**src/rtl/dsp_pipe_reg.sv**
```systemverilog
// Parametrised DSP48A1 operand/result delay line with runtime-selected tap (0 = bypass).
// Optional occupancy counter port 'occ' is built when DSP_PIPE_OCC_EN is defined.
module dsp_pipe_reg #(
   parameter  int WIDTH = 18,
   parameter  int DEPTH = 4,
   localparam int LAT_W = $clog2(DEPTH + 1)
) (
   input  logic             clk,
   input  logic             rst,
   input  logic             ce,
   input  logic [LAT_W-1:0] lat_sel,
   input  logic             in_valid,
   input  logic [WIDTH-1:0] in_data,
   output logic             out_valid,
   output logic [WIDTH-1:0] out_data,
   output logic             lat_err
`ifdef DSP_PIPE_OCC_EN
  ,output logic [LAT_W-1:0] occ
`endif
);

   logic [WIDTH-1:0] data_q [DEPTH];
   logic [WIDTH-1:0] data_d [DEPTH];
   logic [DEPTH-1:0] vld_q, vld_d;
   logic [LAT_W-1:0] lat_q, lat_d;
   logic             lat_err_q, lat_err_d;
   logic             lat_over;
   logic             lat_chg;

   always_comb begin
      lat_over  = (32'(lat_sel) > 32'(DEPTH));
      lat_d     = lat_over ? LAT_W'(DEPTH) : lat_sel;
      lat_chg   = (lat_d != lat_q);
      lat_err_d = lat_err_q | lat_over;

      data_d = data_q;
      vld_d  = vld_q;
      if (ce) begin
         data_d[0] = in_data;
         vld_d[0]  = in_valid;
         for (int unsigned i = 1; i < DEPTH; i++) begin
            data_d[i] = data_q[i-1];
            vld_d[i]  = vld_q[i-1];
         end
      end
      // A tap move drops everything behind stage 0 so no stale sample reaches the new tap.
      if (lat_chg) begin
         for (int unsigned i = 1; i < DEPTH; i++) begin
            vld_d[i] = 1'b0;
         end
         if (!ce) begin
            vld_d[0] = 1'b0;
         end
      end
   end

   always_comb begin
      out_valid = in_valid;
      out_data  = in_data;
      for (int unsigned k = 1; k <= DEPTH; k++) begin
         if (32'(lat_q) == k) begin
            out_valid = vld_q[k-1];
            out_data  = data_q[k-1];
         end
      end
   end

   always_ff @(posedge clk or posedge rst) begin
      if (rst) begin
         for (int unsigned i = 0; i < DEPTH; i++) begin
            data_q[i] <= '0;
         end
         vld_q     <= '0;
         lat_q     <= '0;
         lat_err_q <= 1'b0;
      end else begin
         data_q    <= data_d;
         vld_q     <= vld_d;
         lat_q     <= lat_d;
         lat_err_q <= lat_err_d;
      end
   end

   assign lat_err = lat_err_q;

`ifdef DSP_PIPE_OCC_EN
   logic [LAT_W-1:0] occ_q, occ_d;

   // Counting the next-state valid bits below the next tap covers both the
   // incremental enter/leave update and the recount after a latency change.
   always_comb begin
      occ_d = '0;
      for (int unsigned k = 0; k < DEPTH; k++) begin
         if (k < 32'(lat_d)) begin
            occ_d = occ_d + LAT_W'(vld_d[k]);
         end
      end
   end

   always_ff @(posedge clk or posedge rst) begin
      if (rst) begin
         occ_q <= '0;
      end else begin
         occ_q <= occ_d;
      end
   end

   assign occ = occ_q;
`endif

endmodule

```
**config.mk**
```make
export PLATFORM = sky130hd
export DESIGN_NAME = dsp_pipe_reg
export DESIGN_NICKNAME = d
export VERILOG_FILES = /design/src/rtl/dsp_pipe_reg.sv
export SDC_FILE = /design/constraint.sdc
export NUM_CORES = 1
export LEC_CHECK = 0
export BUFFER_PORTS_ARGS = -buffer_cell sky130_fd_sc_hd__buf_2
export CORE_AREA = 5 5 106 108
export DETAILED_ROUTE_END_ITERATION = 10
export DIE_AREA = 0 0 111 113
export GPL_ROUTABILITY_DRIVEN = 1
export MAX_ROUTING_LAYER = met4
export PLACE_DENSITY = 0.64
export SETUP_SLACK_MARGIN = 0.15
export SYNTH_ARGS = -nofsm -noshare
export SYNTH_HDL_FRONTEND = slang
export SYNTH_SLANG_ARGS = --single-unit
```
**constraint.sdc**
```tcl
create_clock -name clk -period 7.35 [get_ports clk]
set_clock_uncertainty 0.15 [all_clocks]
set_input_delay 0.3675 -clock clk [delete_from_list [all_inputs] [get_ports clk]]
set_output_delay 0.3675 -clock clk [all_outputs]
set_load 0.02 [all_outputs]
```
==> summary.md <==
The run finished with clean final reports. The leakage power was 1.78 nW. Timing would allow up to 0.319 GHz. The global routing usage on met2 is 0.218, and the post-synthesis to final-layout area growth is 10.3%. TritonCTS built the clock tree. The worst-case vdd ir drop came out at 147 uV. The total half-perimeter wirelength after legalization and detailed placement was 5150 um. Setup violations remaining at the end of the flow were counted as 0.

The total negative slack was 0 ns; the antenna cell count was 0. The startpoint of the worst register-to-register path was lat_q[2]. Number of remaining DRC errors: 0. The standard cell with the maximum stage delay on the critical path was sky130_fd_sc_hd__nor3b_4. After detailed routing, the number of vias per cell comes to 5.43. The fraction of the yosys area taken by sequential cells was 0.498. The number of storage elements in the synthesis netlist is 80. The clock root buffer is sky130_fd_sc_hd__clkbuf_8. The count of nets left with antenna violations once routing finished came out at 0. The internal portion of the total power is 745 uW. The number of nets in the synthesized netlist is 361. Per-instance average area after synthesis: 12.0 um^2. In this run, the number of DRC markers left after iteration 0 of detailed routing was 122.

In this run the vertical extent of the chip is 113 um. Counting along the longest clock path gives a buffer depth of 2. The number of buffers inserted to repair setup after CTS is 0. On the critical path the largest part of the delay comes from simple AND/OR/NAND/NOR gates. Once layout is done, the placed cells without fillers occupy 4430 um^2.

Data on the critical path arrives at its endpoint at 2.62 ns. The tools report the final count of hold timing violations as 0. Leaving out fill and tap cells, the most frequent cell in the layout is sky130_fd_sc_hd__dfrtp_1. Max-cap violations in this run came to 0. After technology mapping, the gate count stands at 336. The critical path goes through buf_4, nor3b_4, a32o_1, buf_2. The clock reaches the later pin of the worst-skew pair after 0.34 ns. Once the clock tree was built, the resizer swapped 0 gates to a different size.

For the count of pins over their slew limit, the log shows 0. For the met3 usage in global routing, the log shows 0.0460. The number of placed instances, taps included is 491. In this run the most critical hold path is launched from lat_sel[2]. STA classifies the critical path endpoint as an output port.

The logs give 80 for the TritonCTS sink count and 6.83 ns for the data required time of the critical path. The sum of buffers and inverters on the critical path works out to 2. The most congested layer reported by global routing is met2. For this run, the slowest stage of the critical path takes 0.85 ns. The H-tree was split into 3 levels.

In this run, CTS created clock tree buffers numbering 9. The tools report the overall overflow remaining after global route as 0. The end-of-flow core utilization was 0.437.

The run gives 0.193 as the met1 routing resource usage after global routing. Post-route minimum period: 3.14 ns. Type of the worst setup path: register to output port.

Dividing the detail-routed wire length by the instance count gives 16.6 um. The highest net fanout along the worst path was 26; the fraction of power spent switching nets was 0.290. In this run the cell area of the synthesized design comes to 4020 um^2.

Entering global routing, the biggest net connects 81 pins. Switching component of the power: 304 uW. For the detailed-router iteration count before antenna repair, the log shows 4. The number of global-route vias before repair was 2863; the relative contribution of combinational cells to total power was 0.197. The initial core utilization is 0.396. The part of the power in the clock network is 0.272, and the share of the clock period used by the worst path is 0.427. The run gives 0 as the number of synthesis warnings. Row generation in the floorplan step produced 37 rows. Yosys mapped the design onto 21 distinct sky130hd cell types. The path class of the lowest-slack min-delay path was input port to register.

The headroom to the max-slew limit is 0.315. At the end of routability-driven placement, the weighted congestion stood at 0.773. The first global-routing pass estimated 14400 um of wire.

For the initial antenna violation count, the log shows 0. Clock-pin slew was measured on the worst setup and hold paths at 0.08 ns. The final layout contains 391 nets.

Share of power burned in registers: 0.531. The count of buffers inserted at the top-level ports works out to 44. For the pin with the worst max-slew slack, the measured transition is 1.03 ns. The launch point of the worst path was lat_q[2].

The kind of start point of the critical path is a register. In the layout the commonest cells are sky130_fd_sc_hd__dfrtp_1, sky130_fd_sc_hd__mux2_2, sky130_fd_sc_hd__buf_2, sky130_fd_sc_hd__o21ai_0, sky130_fd_sc_hd__mux2i_1. The run gives 0.144 as the total routing resource utilization after global routing.

Wire length after detailed routing: 8410 um. Summing all placed instances gives a cell area of 4260 um^2. The die covers 12500 um^2. The total area inside the core boundary comes to 10100 um^2. Buffers inserted to repair hold after CTS numbered 0. The number of top-level pins is 45.

For the non-filler instance count after layout, the log shows 507. The share of cells above drive strength 1 works out to 0.385. The tools report the via total after detailed routing as 2752.

The tools report the tightest hold margin as 0.0541 ns. Setup repair after global routing left no endpoint under its margin. Power spread over the standard cell area amounts to 237 nW/um^2.

The overall die width came out at 111 um.
metal layers:
| metal | wire length (um) | vias up |
|---|---|---|
| li1 | - | 1293 |
| met1 | 3920 | 1392 |
| met2 | 4010 | 60 |
| met3 | 408 | 7 |
| met4 | 76 | 0 |
| met5 | 0 | - |
power groups by stage:
stage	clock, mW	combinational [mW]	sequential (mW)
global placement	0	0.205	0.563
global route	0.319	0.228	0.567
CTS	0.297	0.210	0.557
finish	0.285	0.207	0.557
floorplan	0	0.167	0.549
detailed placement	0	0.210	0.566
final timing paths:
kind / to / slack [ns] / cells past startpoint
hold / removal: lat_q[2] / 0.05 / 1
setup reg to reg: vld_q[0] / 4.90 / 4
hold reg to reg: lat_err / 0.32 / 1
setup / recovery: out_valid / 4.21 / 4
min in group asynchronous: data_q[45] / 0.15 / 3
max in group asynchronous: lat_q[0] / 6.18 / 3
state kept, by name (all words and copies together) (netlist names):
name	cells
lat_q	3
data_q	72
lat_err	1
vld_q	4
logic make-up after synthesis:
family                    after synthesis  synth area share
muxes                                  94             0.257
xor gates and xnor gates                2           0.00436
and+or+nand+nor                        69            0.0900
buffers and inverters                  31            0.0498
DFF                                    80             0.498
AOI/OAI and AO/OA                      60             0.101
Yosys cell counts:
cell                        n  area [um^2]
sky130_fd_sc_hd__a32o_1    19          190
sky130_fd_sc_hd__a32oi_2    1         16.3
sky130_fd_sc_hd__buf_2     13         65.1
sky130_fd_sc_hd__buf_4      4         30.0
sky130_fd_sc_hd__buf_6      7         78.8
sky130_fd_sc_hd__clkbuf_1   6         22.5
sky130_fd_sc_hd__dfrtp_1   80         2000
sky130_fd_sc_hd__inv_1      1         3.75
sky130_fd_sc_hd__mux2_2    72          811
sky130_fd_sc_hd__mux2i_1   22          220
sky130_fd_sc_hd__nand2_1   20         75.1
sky130_fd_sc_hd__nand2b_1   2         12.5
sky130_fd_sc_hd__nand2b_4   1         13.8
sky130_fd_sc_hd__nor2_1     4         15.0
sky130_fd_sc_hd__nor2b_1    3         18.8
sky130_fd_sc_hd__nor3_1    19         95.1
sky130_fd_sc_hd__nor3b_2    1         12.5
sky130_fd_sc_hd__o21ai_0   32          160
sky130_fd_sc_hd__o21ai_1    8         40.0
sky130_fd_sc_hd__or3_1     19          119
sky130_fd_sc_hd__xnor2_1    2         17.5
final cells by class:
cell class | instances | area (um^2)
sequential | 80 | 2000
timing repair buffer | 49 | 258
clock buffer | 10 | 138
tap | 136 | 170
clock inverter | 6 | 35.0
multi-input combinational | 225 | 1830
fill | 967 | 5700
inverter | 1 | 5.00
through the flow:
stage                     worst slack, ns  power, mW
final                                4.21       1.05
after global routing                 3.94       1.11
after floorplan                      4.78      0.715
after global placement               4.71      0.767
after detailed placement             4.59      0.776
after CTS                            4.19       1.06
Power figures use the tool's default switching activity.
